[config.mk]
export PLATFORM = sky130hd
export DESIGN_NAME = thor2022_icache_refill_ctrl_flat
export DESIGN_NICKNAME = d
export VERILOG_FILES = /design/src/rtl/thor2022_icache_refill_ctrl_if.sv /design/src/rtl/thor2022_icache_refill_ctrl.sv /design/src/flat_wrapper.sv
export SDC_FILE = /design/constraint.sdc
export NUM_CORES = 1
export LEC_CHECK = 0
export CAP_MARGIN = 20
export CORE_AREA = 3 3 308 310
export CTS_CLUSTER_SIZE = 14
export DETAILED_ROUTE_END_ITERATION = 7
export DIE_AREA = 0 0 311 313
export SYNTH_ARGS = -nofsm -noshare
export SYNTH_HDL_FRONTEND = slang
export SYNTH_SLANG_ARGS = --single-unit
[constraint.sdc]
create_clock -name clk -period 3.2 [get_ports clk]
set_input_delay 0.48 -clock clk [delete_from_list [all_inputs] [get_ports clk]]
set_output_delay 0.48 -clock clk [all_outputs]
set_load 0.03 [all_outputs]
[src/rtl/thor2022_icache_refill_ctrl_if.sv]
// Fetch, refill-bus and array-update signals of the icache refill controller.
// master = controller side, slave = cache arrays / bus fabric side.
interface thor2022_icache_refill_ctrl_if #(
   parameter int unsigned AWID = 32,
   parameter int unsigned BUSW = 128,
   parameter int unsigned IDXW = 7
);
   logic            req;
   logic [AWID-1:0] ip;
   logic            ihit;
   logic [1:0]      hit_way;
   logic            invall;
   logic            invline;
   logic [AWID-1:0] inv_adr;
   logic            ready;
   logic            fault;
   logic            busy;
   logic            bus_cyc;
   logic            bus_stb;
   logic [AWID-1:0] bus_adr;
   logic            bus_ack;
   logic            bus_err;
   logic [BUSW-1:0] bus_dat;
   logic            wr;
   logic [1:0]      wr_way;
   logic [IDXW-1:0] wr_idx;
   logic [AWID-7:0] wr_tag;
   logic [511:0]    wr_line;
   logic            vclr;
   logic            vclr_all;
   logic [IDXW-1:0] vclr_idx;

   modport master (
      input  req, ip, ihit, hit_way, invall, invline, inv_adr, bus_ack, bus_err, bus_dat,
      output ready, fault, busy, bus_cyc, bus_stb, bus_adr, wr, wr_way, wr_idx, wr_tag,
             wr_line, vclr, vclr_all, vclr_idx
   );

   modport slave (
      output req, ip, ihit, hit_way, invall, invline, inv_adr, bus_ack, bus_err, bus_dat,
      input  ready, fault, busy, bus_cyc, bus_stb, bus_adr, wr, wr_way, wr_idx, wr_tag,
             wr_line, vclr, vclr_all, vclr_idx
   );
endinterface

[src/rtl/thor2022_icache_refill_ctrl.sv]
// Icache refill sequencer: hit check, line refill over the bus, invalidates.
// THOR2022_ICACHE_LFSR_REPL_EN selects LFSR victim choice instead of round-robin.
module thor2022_icache_refill_ctrl #(
   parameter int unsigned AWID = 32,
   parameter int unsigned BUSW = 128,
   parameter int unsigned IDXW = 7
) (
   input logic                           clk,
   input logic                           rst,
   thor2022_icache_refill_ctrl_if.master io_ic
);
   localparam int unsigned NBEAT = 512 / BUSW;
   localparam int unsigned BEATW = $clog2(NBEAT);
   localparam int unsigned OFFW  = $clog2(BUSW / 8);
   localparam int unsigned TAGW  = AWID - 6;

   typedef enum logic [1:0] {StIdle, StLookup, StFetch, StWrite} state_e;

   state_e           r_state, w_state_nxt;
   logic [BEATW-1:0] r_beat;
   logic [BEATW-1:0] w_beat_inc;
   logic [TAGW-1:0]  r_miss_tag;
   logic [1:0]       r_victim;
   logic [1:0]       w_victim_src;
   logic [511:0]     r_line;
   logic [AWID-1:0]  r_bus_adr;
   logic             r_inv_all;
   logic             r_inv_line;
   logic [IDXW-1:0]  r_inv_idx;
   logic             r_fault;
   logic             w_last;
   logic             w_clr_all;
   logic             w_clr_line;
   logic             w_miss;
   logic             w_ready, w_busy, w_cyc, w_wr, w_vclr, w_vclr_all;
   logic             w_unused;

   assign w_beat_inc = r_beat + BEATW'(1);
   assign w_last     = (r_beat == BEATW'(NBEAT - 1));
   assign w_clr_all  = (r_state == StIdle) & r_inv_all;
   assign w_clr_line = (r_state == StIdle) & ~r_inv_all & r_inv_line;
   assign w_miss     = (r_state == StLookup) & (w_state_nxt == StFetch);
   assign w_unused   = ^{io_ic.hit_way, io_ic.ip[5:0], io_ic.inv_adr[AWID-1:IDXW+6],
                         io_ic.inv_adr[5:0]};

   always_ff @(posedge clk) begin
      if (rst) r_state <= StIdle;
      else     r_state <= w_state_nxt;
   end

   always_comb begin
      w_state_nxt = r_state;
      unique case (r_state)
         StIdle:   if (!r_inv_all && !r_inv_line && io_ic.req) w_state_nxt = StLookup;
         StLookup: w_state_nxt = (!io_ic.req || io_ic.ihit) ? StIdle : StFetch;
         StFetch: begin
            if (io_ic.bus_err)                 w_state_nxt = StIdle;
            else if (io_ic.bus_ack && w_last)  w_state_nxt = StWrite;
         end
         StWrite:  w_state_nxt = StLookup;
         default:  w_state_nxt = StIdle;
      endcase
   end

   always_comb begin
      w_ready    = 1'b0;
      w_cyc      = 1'b0;
      w_wr       = 1'b0;
      w_vclr     = 1'b0;
      w_vclr_all = 1'b0;
      w_busy     = (r_state != StIdle);
      unique case (r_state)
         StIdle: begin
            w_vclr_all = r_inv_all;
            w_vclr     = ~r_inv_all & r_inv_line;
         end
         StLookup: w_ready = io_ic.req & io_ic.ihit;
         StFetch:  w_cyc   = 1'b1;
         StWrite:  w_wr    = 1'b1;
         default:  w_busy  = 1'b1;
      endcase
   end

   // Invalidate requests are latched in every state; a new request wins over the clear.
   always_ff @(posedge clk) begin
      if (rst) begin
         r_inv_all  <= 1'b0;
         r_inv_line <= 1'b0;
         r_inv_idx  <= '0;
         r_fault    <= 1'b0;
         r_beat     <= '0;
         r_miss_tag <= '0;
         r_victim   <= '0;
         r_line     <= '0;
         r_bus_adr  <= '0;
      end else begin
         r_inv_all  <= (r_inv_all & ~w_clr_all) | io_ic.invall;
         r_inv_line <= (r_inv_line & ~w_clr_line) | io_ic.invline;
         if (io_ic.invline) r_inv_idx <= io_ic.inv_adr[IDXW+5:6];
         r_fault <= (r_state == StFetch) & io_ic.bus_err;
         if (w_miss) begin
            r_miss_tag <= io_ic.ip[AWID-1:6];
            r_victim   <= w_victim_src;
            r_beat     <= '0;
            r_bus_adr  <= {io_ic.ip[AWID-1:6], {(BEATW + OFFW){1'b0}}};
         end
         if ((r_state == StFetch) && !io_ic.bus_err && io_ic.bus_ack) begin
            for (int i = 0; i < NBEAT; i++) begin
               if (r_beat == BEATW'(i)) r_line[i*BUSW +: BUSW] <= io_ic.bus_dat;
            end
            r_beat <= w_beat_inc;
            if (!w_last) r_bus_adr <= {r_miss_tag, w_beat_inc, {OFFW{1'b0}}};
         end
      end
   end

`ifdef THOR2022_ICACHE_LFSR_REPL_EN
   logic [15:0] r_lfsr;
   logic        w_fb;

   assign w_fb         = r_lfsr[15] ^ r_lfsr[13] ^ r_lfsr[12] ^ r_lfsr[10];
   assign w_victim_src = r_lfsr[1:0];

   always_ff @(posedge clk) begin
      if (rst) r_lfsr <= 16'hACE1;
      else     r_lfsr <= {r_lfsr[14:0], w_fb};
   end
`else
   logic [1:0] r_rr;

   assign w_victim_src = r_rr;

   always_ff @(posedge clk) begin
      if (rst)                       r_rr <= 2'd0;
      else if (r_state == StWrite)   r_rr <= r_rr + 2'd1;
   end
`endif

   assign io_ic.ready    = w_ready;
   assign io_ic.fault    = r_fault;
   assign io_ic.busy     = w_busy;
   assign io_ic.bus_cyc  = w_cyc;
   assign io_ic.bus_stb  = w_cyc;
   assign io_ic.bus_adr  = r_bus_adr;
   assign io_ic.wr       = w_wr;
   assign io_ic.wr_way   = r_victim;
   assign io_ic.wr_idx   = r_miss_tag[IDXW-1:0];
   assign io_ic.wr_tag   = r_miss_tag;
   assign io_ic.wr_line  = r_line;
   assign io_ic.vclr     = w_vclr;
   assign io_ic.vclr_all = w_vclr_all;
   assign io_ic.vclr_idx = r_inv_idx;
endmodule

[src/flat_wrapper.sv]
// flat-port wrapper written by rule: the top's interface ports become plain ports
module thor2022_icache_refill_ctrl_flat 
#(
   parameter int unsigned AWID = 32,
   parameter int unsigned BUSW = 128,
   parameter int unsigned IDXW = 7
)
  (clk, rst, io_ic_req, io_ic_ip, io_ic_ihit, io_ic_hit_way, io_ic_invall, io_ic_invline, io_ic_inv_adr, io_ic_bus_ack, io_ic_bus_err, io_ic_bus_dat, io_ic_ready, io_ic_fault, io_ic_busy, io_ic_bus_cyc, io_ic_bus_stb, io_ic_bus_adr, io_ic_wr, io_ic_wr_way, io_ic_wr_idx, io_ic_wr_tag, io_ic_wr_line, io_ic_vclr, io_ic_vclr_all, io_ic_vclr_idx);
  thor2022_icache_refill_ctrl_if #(.AWID(AWID), .BUSW(BUSW), .IDXW(IDXW)) io_ic_i ();
  input logic clk;
  input logic rst;
  input wire logic [$bits(io_ic_i.req)-1:0] io_ic_req;
  input wire logic [$bits(io_ic_i.ip)-1:0] io_ic_ip;
  input wire logic [$bits(io_ic_i.ihit)-1:0] io_ic_ihit;
  input wire logic [$bits(io_ic_i.hit_way)-1:0] io_ic_hit_way;
  input wire logic [$bits(io_ic_i.invall)-1:0] io_ic_invall;
  input wire logic [$bits(io_ic_i.invline)-1:0] io_ic_invline;
  input wire logic [$bits(io_ic_i.inv_adr)-1:0] io_ic_inv_adr;
  input wire logic [$bits(io_ic_i.bus_ack)-1:0] io_ic_bus_ack;
  input wire logic [$bits(io_ic_i.bus_err)-1:0] io_ic_bus_err;
  input wire logic [$bits(io_ic_i.bus_dat)-1:0] io_ic_bus_dat;
  output wire logic [$bits(io_ic_i.ready)-1:0] io_ic_ready;
  output wire logic [$bits(io_ic_i.fault)-1:0] io_ic_fault;
  output wire logic [$bits(io_ic_i.busy)-1:0] io_ic_busy;
  output wire logic [$bits(io_ic_i.bus_cyc)-1:0] io_ic_bus_cyc;
  output wire logic [$bits(io_ic_i.bus_stb)-1:0] io_ic_bus_stb;
  output wire logic [$bits(io_ic_i.bus_adr)-1:0] io_ic_bus_adr;
  output wire logic [$bits(io_ic_i.wr)-1:0] io_ic_wr;
  output wire logic [$bits(io_ic_i.wr_way)-1:0] io_ic_wr_way;
  output wire logic [$bits(io_ic_i.wr_idx)-1:0] io_ic_wr_idx;
  output wire logic [$bits(io_ic_i.wr_tag)-1:0] io_ic_wr_tag;
  output wire logic [$bits(io_ic_i.wr_line)-1:0] io_ic_wr_line;
  output wire logic [$bits(io_ic_i.vclr)-1:0] io_ic_vclr;
  output wire logic [$bits(io_ic_i.vclr_all)-1:0] io_ic_vclr_all;
  output wire logic [$bits(io_ic_i.vclr_idx)-1:0] io_ic_vclr_idx;
  assign io_ic_i.req = io_ic_req;
  assign io_ic_i.ip = io_ic_ip;
  assign io_ic_i.ihit = io_ic_ihit;
  assign io_ic_i.hit_way = io_ic_hit_way;
  assign io_ic_i.invall = io_ic_invall;
  assign io_ic_i.invline = io_ic_invline;
  assign io_ic_i.inv_adr = io_ic_inv_adr;
  assign io_ic_i.bus_ack = io_ic_bus_ack;
  assign io_ic_i.bus_err = io_ic_bus_err;
  assign io_ic_i.bus_dat = io_ic_bus_dat;
  assign io_ic_ready = io_ic_i.ready;
  assign io_ic_fault = io_ic_i.fault;
  assign io_ic_busy = io_ic_i.busy;
  assign io_ic_bus_cyc = io_ic_i.bus_cyc;
  assign io_ic_bus_stb = io_ic_i.bus_stb;
  assign io_ic_bus_adr = io_ic_i.bus_adr;
  assign io_ic_wr = io_ic_i.wr;
  assign io_ic_wr_way = io_ic_i.wr_way;
  assign io_ic_wr_idx = io_ic_i.wr_idx;
  assign io_ic_wr_tag = io_ic_i.wr_tag;
  assign io_ic_wr_line = io_ic_i.wr_line;
  assign io_ic_vclr = io_ic_i.vclr;
  assign io_ic_vclr_all = io_ic_i.vclr_all;
  assign io_ic_vclr_idx = io_ic_i.vclr_idx;
  thor2022_icache_refill_ctrl #(.AWID(AWID), .BUSW(BUSW), .IDXW(IDXW)) u_core (.clk(clk), .rst(rst), .io_ic(io_ic_i));
endmodule
### Word level (Yosys, flattened, before mapping)

Index checks and enable logic that the tools add are counted.

* bits in registers: 588
* word-level logic and storage cells: 70
* bits of input ports: 202

* equal/unequal tests: 7
* $add $sub $neg: 2
* reductions and logical operators: 18
* bitwise operators: 14
* mux-type cells: 15

Operators by type and width (count)
* 32-bit two-way mux: 3
* 2-bit two-way mux: 6
* 2-bit == test (second input constant): 5
* 1-bit bitwise AND: 9
* 2-bit case mux with 4 select lines: 1
* 2-bit AND reduction: 4
* 1-bit logical AND: 5
* 1-bit two-way mux: 5
* 2-bit by 1-bit adder with 2-bit output (second input constant): 2
* 2-bit by 1-bit == test with 1-bit output (second input constant): 2
* 1-bit zero test: 4
* 2-bit zero test: 2
* 2-bit nonzero test: 2
* 1-bit NOT: 3
* 1-bit bitwise OR: 2
* 1-bit logical OR: 1

### Logic depth before layout (Yosys ltp)

* depth after elaboration: 10
* depth in mapped cells: 7
* gate-level depth less buffers: 5

### Worst setup path after synthesis

OpenSTA, ideal clock, no wires.

* path type: register to output
* start point: register u_core.r_state[0]
* end point: output port io_ic_vclr_all
* data arrival time: 1288 ps
* slack: 1432 ps
* path buffers: 1
* data required time: 2720 ps
* cell stages (with the launch flop): 4
* path through: dfxtp_1 buf_2 or2_2 nor2_1

* cells in the longest elaborated chain, start to end: 2

Ends and longest elaborated chain
* from (decl): line thor2022_icache_refill_ctrl.sv:19 `state_e r_state, w_state_nxt;`
* from (signal assigned): line thor2022_icache_refill_ctrl.sv:47 `if (rst) r_state <= StIdle;`
* from (signal assigned): line thor2022_icache_refill_ctrl.sv:48 `else r_state <= w_state_nxt;`
* 2-bit zero test: line thor2022_icache_refill_ctrl.sv:72 `unique case (r_state)`
* 1-bit two-way mux: line thor2022_icache_refill_ctrl.sv:72
* to (decl): line flat_wrapper.sv:34 `output wire logic [$bits(io_ic_i.vclr_all)-1:0] io_ic_vclr_all;`

No other way between the ends.

### Worst setup path after layout

* start point: register u_core.r_state[0]
* end point: output port io_ic_vclr

* cells in the longest elaborated chain, start to end: 2

Ends and longest elaborated chain
* 2-bit zero test: line thor2022_icache_refill_ctrl.sv:72
* 1-bit two-way mux: line thor2022_icache_refill_ctrl.sv:72
* to (decl): line flat_wrapper.sv:33 `output wire logic [$bits(io_ic_i.vclr)-1:0] io_ic_vclr;`

No other way between the ends.

==> impl_metrics.env <==
export IMPL_htreeDepth=3
export IMPL_syn_area_per_cell_um2=8.30
export IMPL_synth_edf_count=0
export IMPL_crit_required_ps=2720
export IMPL_critPathKind="reg -> out"
export IMPL_yosys_most_used_dff="dfxtp_1"
export IMPL_setup_tns_final_ps=0
export IMPL_ys_types=33
export IMPL_hp_start="rst"
export IMPL_areaGrowthSynthToFinish_pct=50.0
export IMPL_routed_wl_mm=101
export IMPL_grt_usage=0.196
export IMPL_dieArea_um2=97300
export IMPL_post_cts_setup_buffers=0
export IMPL_yosys_warnings=0
export IMPL_netlist_area_um2=22200
export IMPL_final_hold_violation_count=0
export IMPL_antenna_found_initial=8
export IMPL_grt_pass1_wl_mm=148
export IMPL_min_delay_path_class="in -> reg"
export IMPL_hpwl_mm=67.0
export IMPL_synthTopCellsByArea="dfxtp_1 53%, a21oi_1 12%, nand3_1 12%, o21ai_0 9.9%, clkbuf_1 3.7%"
export IMPL_place_congestion=0.835
export IMPL_max_freq_ghz=0.356
export IMPL_cts_root_buf="clkbuf_16"
export IMPL_synthArstFlopShare=0
export IMPL_layout_drive_gt1_share=0.0599
export IMPL_path_clk_slew_ps=60
export IMPL_num_vias=23200
export IMPL_cap_violations=0
export IMPL_drtIter0Drc=2339
export IMPL_grt_pass1_vias=21800
export IMPL_die_w_um=311
export IMPL_min_to="u_core.io_ic.vclr_idx[5]"
export IMPL_ys_ff_latch=588
export IMPL_cts_tree="done"
export IMPL_fin_crit_ps=2810
export IMPL_ys_seq_area_frac=0.529
export IMPL_path_max_fanout=13
export IMPL_leakage_nw=10.4
export IMPL_crit_arrival_ps=2330
export IMPL_r2r_start="u_core.r_beat[1]"
export IMPL_finalPower_mw=16.2
export IMPL_pwr_density_cell_nw_per_um2=485
export IMPL_antenna_left=0
export IMPL_avgRoutedWirePerCell_um=22.1
export IMPL_portBuffers=762
export IMPL_worstSetupEndpointType="output pin"
export IMPL_drt_vias_per_instance=5.07
export IMPL_period_share=0.877
export IMPL_start_util=0.242
export IMPL_setup_violations=0
export IMPL_grt_max_degree=111
export IMPL_num_rows=111
export IMPL_ctsResizeCount=0
export IMPL_hold_buffers=0
export IMPL_syn_num_nets=2887
export IMPL_cts_buffer_depth=3
export IMPL_rrSetupSlack_ps=980
export IMPL_outcome="complete, no violations"
export IMPL_relSlewSlack=0.504
export IMPL_dr_pass1_iters=6
export IMPL_rsz0062_at_grt="no"
export IMPL_drv_slew=0
export IMPL_ios=796
export IMPL_synth_cells=2681
export IMPL_yosysTopAreaCell="dfxtp_1"
export IMPL_tritoncts_num_buffers=71
export IMPL_core_um2=91900
export IMPL_skew_ps=19.8
export IMPL_vdd_drop_max_mv=0.330
export IMPL_whs_path_depth=2
export IMPL_worstMarginPinSlew_ps=742
export IMPL_nets=3475
export IMPL_r2r_end="u_core.io_ic.wr_line[140]"
export IMPL_clk_latency_ps=620
export IMPL_die_h_um=313
export IMPL_drc=0
export IMPL_r2r_cells=5
export IMPL_yosysTopAreaCellShare=0.529
export IMPL_cts_sinks=588
export IMPL_grt_overflow_total=0
export IMPL_fillers=9443
export IMPL_critPathLaunchType="flip-flop"
-- worst max-delay path, stage by stage, from the launching register on --
cell and delay [ps]:
dfxtp_1 470, or3_1 460, nor2_1 100, clkdlybuf4s50_1 690
-- layout by cell type, fill, tap and decap left out, types with 4 or more instances in the layout --
cell type        netlist  routed
o21ai_1               70      70
a21oi_1              548     548
clkbuf_1             220      18
buf_12                 0      37
o21ai_0              442     442
clkbuf_16              0      73
diode_2                0       6
buf_4                 12      38
a311oi_1              26      26
nor4b_1                4       4
nand2_1               86      85
mux2i_1                7       7
clkdlybuf4s50_1        0     761
nor3_1                27      27
nor2_1                14      14
clkbuf_8               0      20
clkinv_2               0       7
nand3_1              517     517
inv_1                  6       5
dfxtp_1              588     588
-- area by class of cell --
type,instances,area [um^2],share of cell area
clock buffer,111,2170,0.0650
clock inverter,14,145,0.00435
inverter,8,37.5,0.00112
multi-input combinational,1763,9030,0.270
sequential,588,11800,0.353
timing repair buffer,837,8660,0.259
antenna,6,15.0,0.000450
tap,1243,1560,0.0466
-- Yosys cell counts, types with 7 or more instances --
cell type    n
a21oi_1    548
a311oi_1    26
buf_1       20
buf_2       45
buf_4       12
buf_6       25
clkbuf_1   220
dfxtp_1    588
mux2i_1      7
nand2_1     86
nand3_1    517
nor2_1      14
nor3_1      27
o21ai_0    442
o21ai_1     70
-- stage by stage --
step | setup WS, ps | util | hold WS, ps | cell area [um^2] | std cells
after floorplan | 1430 | - | 444 | 22200 | 2681
after global placement | 632 | 0.338 | 444 | 31000 | 4439
after detailed placement | 592 | 0.338 | 450 | 31000 | 4439
after CTS | 343 | 0.363 | 237 | 33400 | 4564
after global routing | 251 | 0.363 | 280 | 33400 | 4567
final | 394 | 0.363 | 268 | 33400 | 4570
-- layer usage --
layer  wire [um]  global-route usage
met5           0                   0
met4        4430              0.0904
met3        8490              0.0559
met2       46300               0.308
met1       42000               0.248
-- how the worst max path moves through the flow --
| stage | from | endpoint | slack (ps) | cells after the start |
|---|---|---|---|---|
| after floorplan | u_core.r_state[0] | io_ic_vclr_all | 1430 | 3 |
| after global placement | io_ic_bus_ack | u_core.io_ic.wr_line[169] | 630 | 6 |
| after detailed placement | io_ic_bus_ack | u_core.io_ic.wr_line[466] | 590 | 6 |
| after CTS | u_core.r_state[1] | io_ic_bus_stb | 340 | 2 |
| after global routing | u_core.r_state[1] | io_ic_bus_cyc | 250 | 2 |
| final | u_core.r_state[0] | io_ic_vclr | 390 | 3 |
-- sequential cells by signal, indices dropped and copies added (netlist names) --
| signal | flops |
|---|---|
| u_core.r_inv_line | 1 |
| u_core.r_beat | 2 |
| u_core.io_ic.wr_tag | 26 |
| u_core.io_ic.fault | 1 |
| u_core.r_state | 2 |
| u_core.io_ic.vclr_idx | 7 |
| u_core.r_inv_all | 1 |
| u_core.io_ic.bus_adr | 32 |
| u_core.io_ic.wr_way | 2 |
| u_core.r_rr | 2 |
| u_core.io_ic.wr_line | 512 |
-- power by group --
group          total (mW)  switching, mW  internal, mW
sequential           7.36         0.0189          7.34
combinational       0.800          0.492         0.308
clock                8.03           3.34          4.69
-- cell families (layout without fill, tap and decap cells) --
kind of cell	count (synthesis)	after routing	share of synthesized area
flip-flops	588	588	0.529
multiplexers	7	7	0.00315
buffers and inverters	330	970	0.0687
AO/OA/AOI/OAI	1089	1089	0.250
adder cells (fa/ha/maj)	4	4	0.00225
other	0	6	0
XOR/XNOR	2	2	0.000788
AND/OR/NAND/NOR	661	661	0.146
No activity file was read; power rests on OpenSTA's default activity.
